**src/rtl/memory_scan_display_pkg.sv**
```systemverilog
// Shared types and constants for the memory scan / hex display slice.
package memory_scan_display_pkg;

    typedef enum logic [1:0] {
        StLoad,
        StRequest,
        StWait
    } scan_state_e;

    localparam logic [1:0] MODE_HOLD        = 2'b00;
    localparam logic [1:0] MODE_RUN_WRAP    = 2'b01;
    localparam logic [1:0] MODE_RUN_ONCE    = 2'b10;
    localparam logic [1:0] MODE_SINGLE_STEP = 2'b11;

    localparam int unsigned NIBBLE_WIDTH = 4;

endpackage

```
**src/rtl/memory_scan_display_if.sv**
```systemverilog
// Read request/ready handshake between the scanner and the memory controller.
interface memory_scan_display_if #(
    parameter int unsigned ADDRESS_WIDTH = 10,
    parameter int unsigned DATA_WIDTH    = 16
);

    logic                     request;
    logic [ADDRESS_WIDTH-1:0] request_address;
    logic                     ready;
    logic [DATA_WIDTH-1:0]    read_data;

    modport master (
        output request,
        output request_address,
        input  ready,
        input  read_data
    );

    modport slave (
        input  request,
        input  request_address,
        output ready,
        output read_data
    );

endinterface

```
**src/rtl/memory_scan_display_display_multiplexer.sv**
```systemverilog
// Time-multiplexes a captured word onto DIGIT_COUNT active-low hex digit selects.
module display_multiplexer
    import memory_scan_display_pkg::*;
#(
    parameter int unsigned DIGIT_COUNT      = 4,
    parameter int unsigned REFRESH_DIVISION = 100000
) (
    input  logic                              clock,
    input  logic                              reset,
    input  logic [NIBBLE_WIDTH*DIGIT_COUNT-1:0] buffer,
    output logic [DIGIT_COUNT-1:0]            anode,
    output logic [NIBBLE_WIDTH-1:0]           digit
);

    localparam int unsigned RefreshWidth = $clog2(REFRESH_DIVISION);
    localparam int unsigned IndexWidth   = (DIGIT_COUNT > 1) ? $clog2(DIGIT_COUNT) : 1;
    localparam logic [RefreshWidth-1:0] RefreshLast = RefreshWidth'(REFRESH_DIVISION - 1);
    localparam logic [IndexWidth-1:0]   IndexLast   = IndexWidth'(DIGIT_COUNT - 1);

    logic [RefreshWidth-1:0] refresh_count_q;
    logic [IndexWidth-1:0]   index_q;

    always_ff @(posedge clock) begin
        if (reset) begin
            refresh_count_q <= '0;
            index_q         <= '0;
        end else if (refresh_count_q == RefreshLast) begin
            refresh_count_q <= '0;
            index_q         <= (index_q == IndexLast) ? '0 : index_q + 1'b1;
        end else begin
            refresh_count_q <= refresh_count_q + 1'b1;
        end
    end

    always_comb begin
        anode = '1;
        digit = '0;
        for (int i = 0; i < DIGIT_COUNT; i++) begin
            if (index_q == IndexWidth'(i)) begin
                anode[i] = 1'b0;
                digit    = buffer[i*NIBBLE_WIDTH +: NIBBLE_WIDTH];
            end
        end
    end

endmodule

```
**src/rtl/memory_scan_display.sv**
```systemverilog
// Walks an address window through the memory controller and shows the last word on hex digits.
module memory_scan_display
    import memory_scan_display_pkg::*;
#(
    parameter int unsigned ADDRESS_WIDTH    = 10,
    parameter int unsigned DIGIT_COUNT      = 4,
    parameter int unsigned STEP_DIVISION    = 25000000,
    parameter int unsigned REFRESH_DIVISION = 100000
) (
    input  logic                                clock,
    input  logic                                reset,
    input  logic [1:0]                          mode,
    input  logic                                step,
    input  logic                                reload,
    input  logic [ADDRESS_WIDTH-1:0]            start_address,
    input  logic [ADDRESS_WIDTH-1:0]            end_address,
    memory_scan_display_if.master               memory,
    output logic [NIBBLE_WIDTH*DIGIT_COUNT-1:0] buffer,
    output logic                                done,
    output logic [DIGIT_COUNT-1:0]              anode,
    output logic [NIBBLE_WIDTH-1:0]             digit
);

    localparam int unsigned DataWidth = NIBBLE_WIDTH * DIGIT_COUNT;
    localparam int unsigned StepWidth = $clog2(STEP_DIVISION);
    localparam logic [StepWidth-1:0] StepLast = StepWidth'(STEP_DIVISION - 1);

    scan_state_e              state_q;
    logic                     request_q;
    logic [ADDRESS_WIDTH-1:0] request_address_q;
    logic [DataWidth-1:0]     buffer_q;
    logic                     done_q;

    logic [StepWidth-1:0]     step_count_q;
    logic [1:0]               mode_q;
    logic                     mode_changed;
    logic                     step_tick;
    logic                     trigger;

    // The step counter restarts on every mode change so the first automatic
    // step after switching modes is always a full period away.
    assign mode_changed = (mode != mode_q);
    assign step_tick    = (step_count_q == StepLast) && !mode_changed;

    always_ff @(posedge clock) begin
        mode_q <= mode;
        if (reset || mode_changed || step_count_q == StepLast) begin
            step_count_q <= '0;
        end else begin
            step_count_q <= step_count_q + 1'b1;
        end
    end

    always_comb begin
        trigger = 1'b0;
        unique case (mode)
            MODE_HOLD:        trigger = 1'b0;
            MODE_RUN_WRAP:    trigger = step_tick;
            MODE_RUN_ONCE:    trigger = step_tick;
            MODE_SINGLE_STEP: trigger = step;
        endcase
    end

    always_ff @(posedge clock) begin
        if (reset) begin
            state_q           <= StLoad;
            request_q         <= 1'b0;
            request_address_q <= '0;
            buffer_q          <= '0;
            done_q            <= 1'b0;
        end else if (reload) begin
            // Any open request is abandoned; a late ready lands outside StRequest.
            state_q   <= StLoad;
            request_q <= 1'b0;
            done_q    <= 1'b0;
        end else begin
            if (mode != MODE_RUN_ONCE) begin
                done_q <= 1'b0;
            end
            unique case (state_q)
                StLoad: begin
                    request_address_q <= start_address;
                    done_q            <= 1'b0;
                    request_q         <= 1'b1;
                    state_q           <= StRequest;
                end
                StRequest: begin
                    if (memory.ready) begin
                        buffer_q  <= memory.read_data;
                        request_q <= 1'b0;
                        state_q   <= StWait;
                    end
                end
                StWait: begin
                    if (trigger && !done_q) begin
                        if (request_address_q == end_address && mode == MODE_RUN_ONCE) begin
                            done_q <= 1'b1;
                        end else begin
                            request_address_q <= (request_address_q == end_address)
                                               ? start_address
                                               : request_address_q + 1'b1;
                            request_q         <= 1'b1;
                            state_q           <= StRequest;
                        end
                    end
                end
                default: begin
                    request_q <= 1'b0;
                    state_q   <= StLoad;
                end
            endcase
        end
    end

    assign memory.request         = request_q;
    assign memory.request_address = request_address_q;
    assign buffer                 = buffer_q;
    assign done                   = done_q;

    display_multiplexer #(
        .DIGIT_COUNT      (DIGIT_COUNT),
        .REFRESH_DIVISION (REFRESH_DIVISION)
    ) u_display_multiplexer (
        .clock  (clock),
        .reset  (reset),
        .buffer (buffer_q),
        .anode  (anode),
        .digit  (digit)
    );

endmodule
```
**src/flat_wrapper.sv**
```systemverilog
// flat-port wrapper written by rule: the top's interface ports become plain ports
module memory_scan_display_flat import memory_scan_display_pkg::*;
#(
    parameter int unsigned ADDRESS_WIDTH    = 10,
    parameter int unsigned DIGIT_COUNT      = 4,
    parameter int unsigned STEP_DIVISION    = 25000000,
    parameter int unsigned REFRESH_DIVISION = 100000
)
  (clock, reset, mode, step, reload, start_address, end_address, buffer, done, anode, digit, memory_request, memory_request_address, memory_ready, memory_read_data);
  memory_scan_display_if #(.ADDRESS_WIDTH(ADDRESS_WIDTH)) memory_i ();
  input  logic clock;
  input  logic reset;
  input  logic [1:0] mode;
  input  logic step;
  input  logic reload;
  input  logic [ADDRESS_WIDTH-1:0] start_address;
  input  logic [ADDRESS_WIDTH-1:0] end_address;
  output logic [NIBBLE_WIDTH*DIGIT_COUNT-1:0] buffer;
  output logic done;
  output logic [DIGIT_COUNT-1:0] anode;
  output logic [NIBBLE_WIDTH-1:0] digit;
  output wire logic [$bits(memory_i.request)-1:0] memory_request;
  output wire logic [$bits(memory_i.request_address)-1:0] memory_request_address;
  input wire logic [$bits(memory_i.ready)-1:0] memory_ready;
  input wire logic [$bits(memory_i.read_data)-1:0] memory_read_data;
  assign memory_request = memory_i.request;
  assign memory_request_address = memory_i.request_address;
  assign memory_i.ready = memory_ready;
  assign memory_i.read_data = memory_read_data;
  memory_scan_display #(.ADDRESS_WIDTH(ADDRESS_WIDTH), .DIGIT_COUNT(DIGIT_COUNT), .STEP_DIVISION(STEP_DIVISION), .REFRESH_DIVISION(REFRESH_DIVISION)) u_core (.clock(clock), .reset(reset), .mode(mode), .step(step), .reload(reload), .start_address(start_address), .end_address(end_address), .memory(memory_i), .buffer(buffer), .done(done), .anode(anode), .digit(digit));
endmodule
```
**config.mk**
```make
export PLATFORM = sky130hd
export DESIGN_NAME = memory_scan_display_flat
export DESIGN_NICKNAME = d
export VERILOG_FILES = /design/src/rtl/memory_scan_display_pkg.sv /design/src/rtl/memory_scan_display_if.sv /design/src/rtl/memory_scan_display_display_multiplexer.sv /design/src/rtl/memory_scan_display.sv /design/src/flat_wrapper.sv
export SDC_FILE = /design/constraint.sdc
export NUM_CORES = 1
export LEC_CHECK = 0
export CAP_MARGIN = 25
export CORE_ASPECT_RATIO = 0.5
export CORE_MARGIN = 2
export CORE_UTILIZATION = 50
export DETAILED_ROUTE_END_ITERATION = 8
export HOLD_SLACK_MARGIN = 0.06
export PLACE_DENSITY = 0.78
export SLEW_MARGIN = 20
export SYNTH_ARGS = -nofsm -noshare
export SYNTH_HDL_FRONTEND = slang
export SYNTH_SLANG_ARGS = --single-unit
```
**constraint.sdc**
```tcl
create_clock -name clock -period 2.99 [get_ports clock]
set_input_delay 0.7475 -clock clock [delete_from_list [all_inputs] [get_ports clock]]
set_output_delay 0.7475 -clock clock [all_outputs]
set_load 0.03 [all_outputs]
```
==> results.yml <==
worst_setup_path:
  cp.required_ns: 2.24
  endpoint_kind: "output port"
  crit_type: "reg -> out"
  startpoint_type: "register"
  path_max_fanout: 5
  critical_path_arrival_ns: 1.94
yosys:
  ys_warn_count: 0
  synth_xor_area_share_pct: 11.3
  avgSynthCellArea_um2: 8.22
  synth_edf_count: 0
  synth_cell_type_count: 47
  synth_fp_nets: 516
  synthSimpleGateAreaFrac_pct: 28.3
  ys.flop_type: "dfxtp_1"
  syn_area_um2: 3800
  synthAdderAreaFrac_pct: 3.29
  synth_cells: 463
  synth_top_family_by_area: "simple AND/OR/NAND/NOR gates"
  yosysSeqAreaShare_pct: 40.0
  synthMuxAreaShare_pct: 1.05
  synth_compound_area_share_pct: 12.4
  async_reset_ff_share_pct: 0
  yosys_register_bits: 76
floorplan:
  ios: 79
  core_area_um2: 7350
  die_w_um: 127
  dieHeight_um: 65.7
  start_util_pct: 51.8
  rows: 22
  dieArea_um2: 8370
route:
  ant_nets: 0
  via_per_inst: 5.27
  routed_wl_mm: 8.57
  post_drt_wl_per_cell_um: 13.3
  drt_iter0_markers: 141
  drc: 0
  via_count: 3383
  drtPass1Iterations: 4
clock_network:
  root_buffer: "clkbuf_16"
  clk_pin_slew_worst_paths_ns: 0.06
  htreeDepth: 3
  clock_latency_ns: 0.33
  clock_path_buffers: 2
  cts_sinks: 76
  cts_made_buffers: 9
  cts_hold_buffers: 0
  cts_tree: "done"
timing:
  tightest_slew_ns: 0.624
  hold_viol: 0
  period_needed_ns: 2.69
  rsz0062_at_grt: "no"
  maxSlewHeadroom_pct: 58.3
  min_period_over_period_pct: 89.9
  fmax_mhz: 372
  finalSetupTns_ns: 0
  slew_viol_final: 0
  whs_ns: 0.442
  setup_viol: 0
  clock_skew_ns: 0.00568
cells_and_area:
  final_common_cell: "dfxtp_1"
  syn2layout_area_growth_pct: 30.1
  drive_gt1_share_pct: 7.14
  mostFrequentLayoutCells: "dfxtp_1 (76), clkdlybuf4s50_1 (74), nor2_1 (66)"
  regArea_um2: 1520
  multi_input_area_um2: 2140
  n_antenna_cell: 0
  fillers: 603
  nets: 595
status:
  status: "finished, final reports clean"
power_and_ir_drop:
  power_density_nw_per_um2: 465
  cellLeakagePower_uw: 0.00176
  peakVddDrop_uv: 343
  power.total_uw: 2300
place:
  port_buffers: 78
  place_hpwl_mm: 6.17
  place.gp.congestion: 0.867
global_routing:
  grt_use_total_pct: 21.8
  grt_max_degree: 37
  antenna_found_initial: 0
  grt_overflow: 0
  grt_pass1_wl_mm: 14.4
  grt_pass1_vias: 3184
min_path:
  min_path_type: "reg -> reg"
run:
  cap_violations: 0
## what timing repair did
item | 4_1_cts | 5_1_grt
setup endpoints to repair | 4 | 4
gates cloned | 0 | 0
resized for setup | 4 | 12
pin swaps | 0 | 0
setup buffers | 0 | 0
## metrics by stage
stage	instances	area, µm²	worst slack (ns)	util [%]
2_1_floorplan	463	3800	0.306	-
3_3_place_gp	627	4700	0.0955	63.9
3_5_place_dp	627	4700	-0.00608	63.9
4_1_cts	642	4960	0.138	67.6
5_1_grt	642	4950	0.110	67.3
6_report	642	4950	0.302	67.3
## Yosys cell counts (3+ instances only)
master | count | area (µm²)
a21oi_1 | 41 | 205
o32ai_1 | 8 | 70.1
nand2_1 | 55 | 206
nor3_1 | 10 | 50.1
xnor2_1 | 28 | 245
nand3_1 | 22 | 110
dfxtp_1 | 76 | 1520
a211oi_1 | 3 | 22.5
ha_1 | 10 | 125
xor2_1 | 21 | 184
mux2i_1 | 4 | 40.0
and3_1 | 14 | 87.6
o21ai_0 | 13 | 65.1
inv_1 | 15 | 56.3
nor3b_1 | 3 | 22.5
o21a_1 | 3 | 22.5
or3_1 | 3 | 18.8
nor2_1 | 66 | 248
and4_1 | 5 | 43.8
nand4_1 | 8 | 50.1
clkbuf_1 | 13 | 48.8
nand2b_1 | 9 | 56.3
buf_2 | 3 | 15.0
## layer usage
metal	vias to the layer above	wire length [µm]	share of wire, %	track usage [%]
met1	1571	4140	48	26.1
met3	9	377	4.4	8.06
li1	1739	-	-	-
met5	-	0	0	0
met2	64	3930	46	36.8
met4	0	120	1.4	6.87
## area by class of cell
cell class | instances | area share, %
clock inverter | 2 | 0.202
timing repair buffer | 87 | 17.0
sequential | 76 | 30.7
multi-input combinational | 353 | 43.3
clock buffer | 13 | 5.26
tap | 96 | 2.43
inverter | 15 | 1.14
## where the power goes
part	total [µW]	switching, µW	internal, µW	leakage [µW]
Combinational	252	124	128	0.00101
Clock	980	380	599	0.000135
Sequential	1070	32.0	1040	0.000616
## critical path: stages (launching register included)
cell and delay, ns:
dfxtp_1 0.37, inv_1 0.08, ha_1 0.24, inv_1 0.15
and3_1 0.17, a21oi_1 0.04, nor2_1 0.10, a21oi_1 0.05
o21ai_0 0.17, clkbuf_2 0.24
## flip-flops by register name, summed over array words and instances (netlist names)
signal                                        cells
u_core.u_display_multiplexer.index_q              2
u_core.memory.request_address                    10
u_core.mode_q                                     2
u_core.memory.request                             1
u_core.step_count_q                              25
u_core.state_q                                    2
u_core.buffer                                    16
u_core.done                                       1
u_core.u_display_multiplexer.refresh_count_q     17
## worst paths after layout
| kind | slack, ns | start | end | depth (start not counted) |
|---|---|---|---|---|
| setup reg to reg | 0.78 | u_core.memory.request_address[6]$_SDFFE_PP0P_ | u_core.memory.request_address[7]$_SDFFE_PP0P_ | 6 |
| setup / recovery | 0.30 | u_core.u_display_multiplexer.index_q[1]$_SDFFE_PP0P_ | digit[1] | 9 |
| hold / removal | 0.44 | u_core.step_count_q[0]$_SDFF_PP0_ | u_core.step_count_q[0]$_SDFF_PP0_ | 1 |
| hold reg to reg | 0.44 | u_core.step_count_q[0]$_SDFF_PP0_ | u_core.step_count_q[0]$_SDFF_PP0_ | 1 |
## cell families (layout without fill, tap and decap cells)
logic type	after synthesis	after routing
AND/OR/NAND/NOR	214	214
AO/OA/AOI/OAI	76	76
multiplexers	4	4
buffers and inverters	34	117
flip-flops	76	76
adder cells (fa/ha/maj)	10	10
XOR/XNOR	49	49
Note: power is estimated with default switching activity, not from simulation.
==> variant, RTL diff (same flow settings) <==
Reset style: asynchronous (`reset`), changed in 2 clocked blocks.
--- a/src/rtl/memory_scan_display_display_multiplexer.sv
+++ b/src/rtl/memory_scan_display_display_multiplexer.sv
@@ -20,7 +20,7 @@
     logic [RefreshWidth-1:0] refresh_count_q;
     logic [IndexWidth-1:0]   index_q;
 
-    always_ff @(posedge clock) begin
+    always_ff @(posedge clock or posedge reset) begin
         if (reset) begin
             refresh_count_q <= '0;
             index_q         <= '0;
--- a/src/rtl/memory_scan_display.sv
+++ b/src/rtl/memory_scan_display.sv
@@ -61,7 +61,7 @@
         endcase
     end
 
-    always_ff @(posedge clock) begin
+    always_ff @(posedge clock or posedge reset) begin
         if (reset) begin
             state_q           <= StLoad;
             request_q         <= 1'b0;
Behaviour: differs if reset is asserted again (counterexample within 4 cycles, from zero or initial values and one cycle with reset high); with reset held inactive, the same outputs for 10 cycles.
==> variant against the original RTL <==
Synthesized area up 0.13%; worst hold slack improved by 0.034 ns; routed wire length shrank 0.11%; register-to-register slack gained 0.02 ns; final area rose by 1.8%; first-iteration DRC count up 73%; highest routed layer unchanged; worst setup slack worse by 0.097 ns; final cell count decreased by 11%; sequential cell count shrank 1; fmax down 3.5%; synthesized cell count shrank 17%.
Power is not compared: it rests on default switching activity, and its combinational part moved more than twofold at a synthesized area within 25%.
==> variant: results (changes against the original RTL) <==
Critical path
  • Worst reg-to-reg setup slack: 0.80 ns (+0.02 ns)
  • CP Max Fanout: 6 (+1)
  • CP max-delay cell: dfrtp_1
  • Worst R2R Start: u_core.memory.request_address[3]
  • Crit path from: u_core.u_display_multiplexer.index_q[1]
  • Critical Path AT: 2.04 ns (+0.10 ns)

Drt
  • Iter 0 DRT Violations: 244 (+73%)
  • Vias per cell: 5.39 (+2.4%)
  • Met1 WL: 3850 um (-7.0%)
  • WL met2: 4300 um (+9.5%)
  • Routed length per instance: 15.0 um (+12%)
  • WL met3: 340 um (-9.8%)

Global routing
  • First-pass GRT wire length: 14,300 um (-0.43%)
  • Total GRT Usage: 0.218 (+0.000442)
  • Vias in the first global route: 3,058 (-4.0%)
  • Pin count of the biggest net entering global routing: 49 (+32%)
  • Grt met1 use: 0.270 (+0.00902)
  • Met3 Usage GRT: 0.0643 (-0.0163)

Finish
  • Clock buffers: 10 (-3)
  • Buffering overhead: 0.162 (-0.00755)
  • Filler cells: 585 (-3.0%)
  • Sequential share of cell area: 0.345 (+0.0381)
  • Inverters: 19 (+4)
  • Comb_multi_in: 281 (-20%)
  • Layout Nets: 523 (-12%)
  • Clock buf/inv share: 0.0660 (+0.0114)
  • Repair and plain buffers: 84 (-3.4%)

Synth
  • Syn nets: 437 (-15%)
  • Netlist cell types: 48 (+2.1%)
  • Mux cell area share after synthesis: 0.0578 (+0.0473)
  • Sequential share of the synthesized area: 0.457 (+0.0573)
  • Synth area leaders: dfrtp_1 32%, dfxtp_1 14%, xnor2_1 6.4%
  • Synth Area in Adders: 0.0328 (-0.0000432)
  • Synth Area in Compound Gates: 0.0913 (-0.0323)
  • Synthesis-stage register bit count: 75 (-1.3%)
  • Ys async rst share: 0.640 (+0.640)
  • Post-Synth XOR/XNOR Area: 0.108 (-0.00475)
  • Main flop type after synthesis: dfrtp_1
  • Post-synth top cells: 49 x nor2_1, 48 x dfrtp_1, 28 x xnor2_1, 27 x dfxtp_1

STA
  • Fmax: 359 MHz (-3.5%)
  • Worst slew pin tran: 0.808 ns (+0.184 ns)
  • Fin Hold WS: 0.476 ns (+0.0342 ns)

Placed design
  • Placer Congestion: 0.837 (-3.5%)
  • Hpwl dp: 6070 um (-1.6%)
  • Setup WS pre-CTS: -0.0294 ns (-0.0233 ns)

Hold path
  • Worst hold path stage count: 1 (unchanged)

Run status
  • Status: complete, no violations
[variant: critical path, delay by kind of cell, from the launching register on]
kind / cells / cell delay [ns]
buf+inv: 2 / 0.35
compound gates: 3 / 0.47
fa+ha+maj: 1 / 0.26
simple gates: 1 / 0.26
flops: 1 / 0.38
[variant: metrics by stage]
step           utilization  instances  cell area (um2)  power [mW]
3_5_place_dp         0.643        555             4730        2.09
6_report             0.686        571             5040        3.28
2_1_floorplan            -        384             3810        1.71
5_1_grt              0.686        571             5040        3.41
4_1_cts              0.688        571             5060        3.30
3_3_place_gp         0.643        555             4730        2.07
[variant: power groups by stage]
stage          clock [mW]  combinational, mW  sequential (mW)
6_report             1.22              0.821             1.24
5_1_grt              1.28              0.871             1.26
4_1_cts              1.23              0.832             1.24
3_5_place_dp            0              0.836             1.26
3_3_place_gp            0              0.825             1.25
2_1_floorplan           0              0.285             1.42
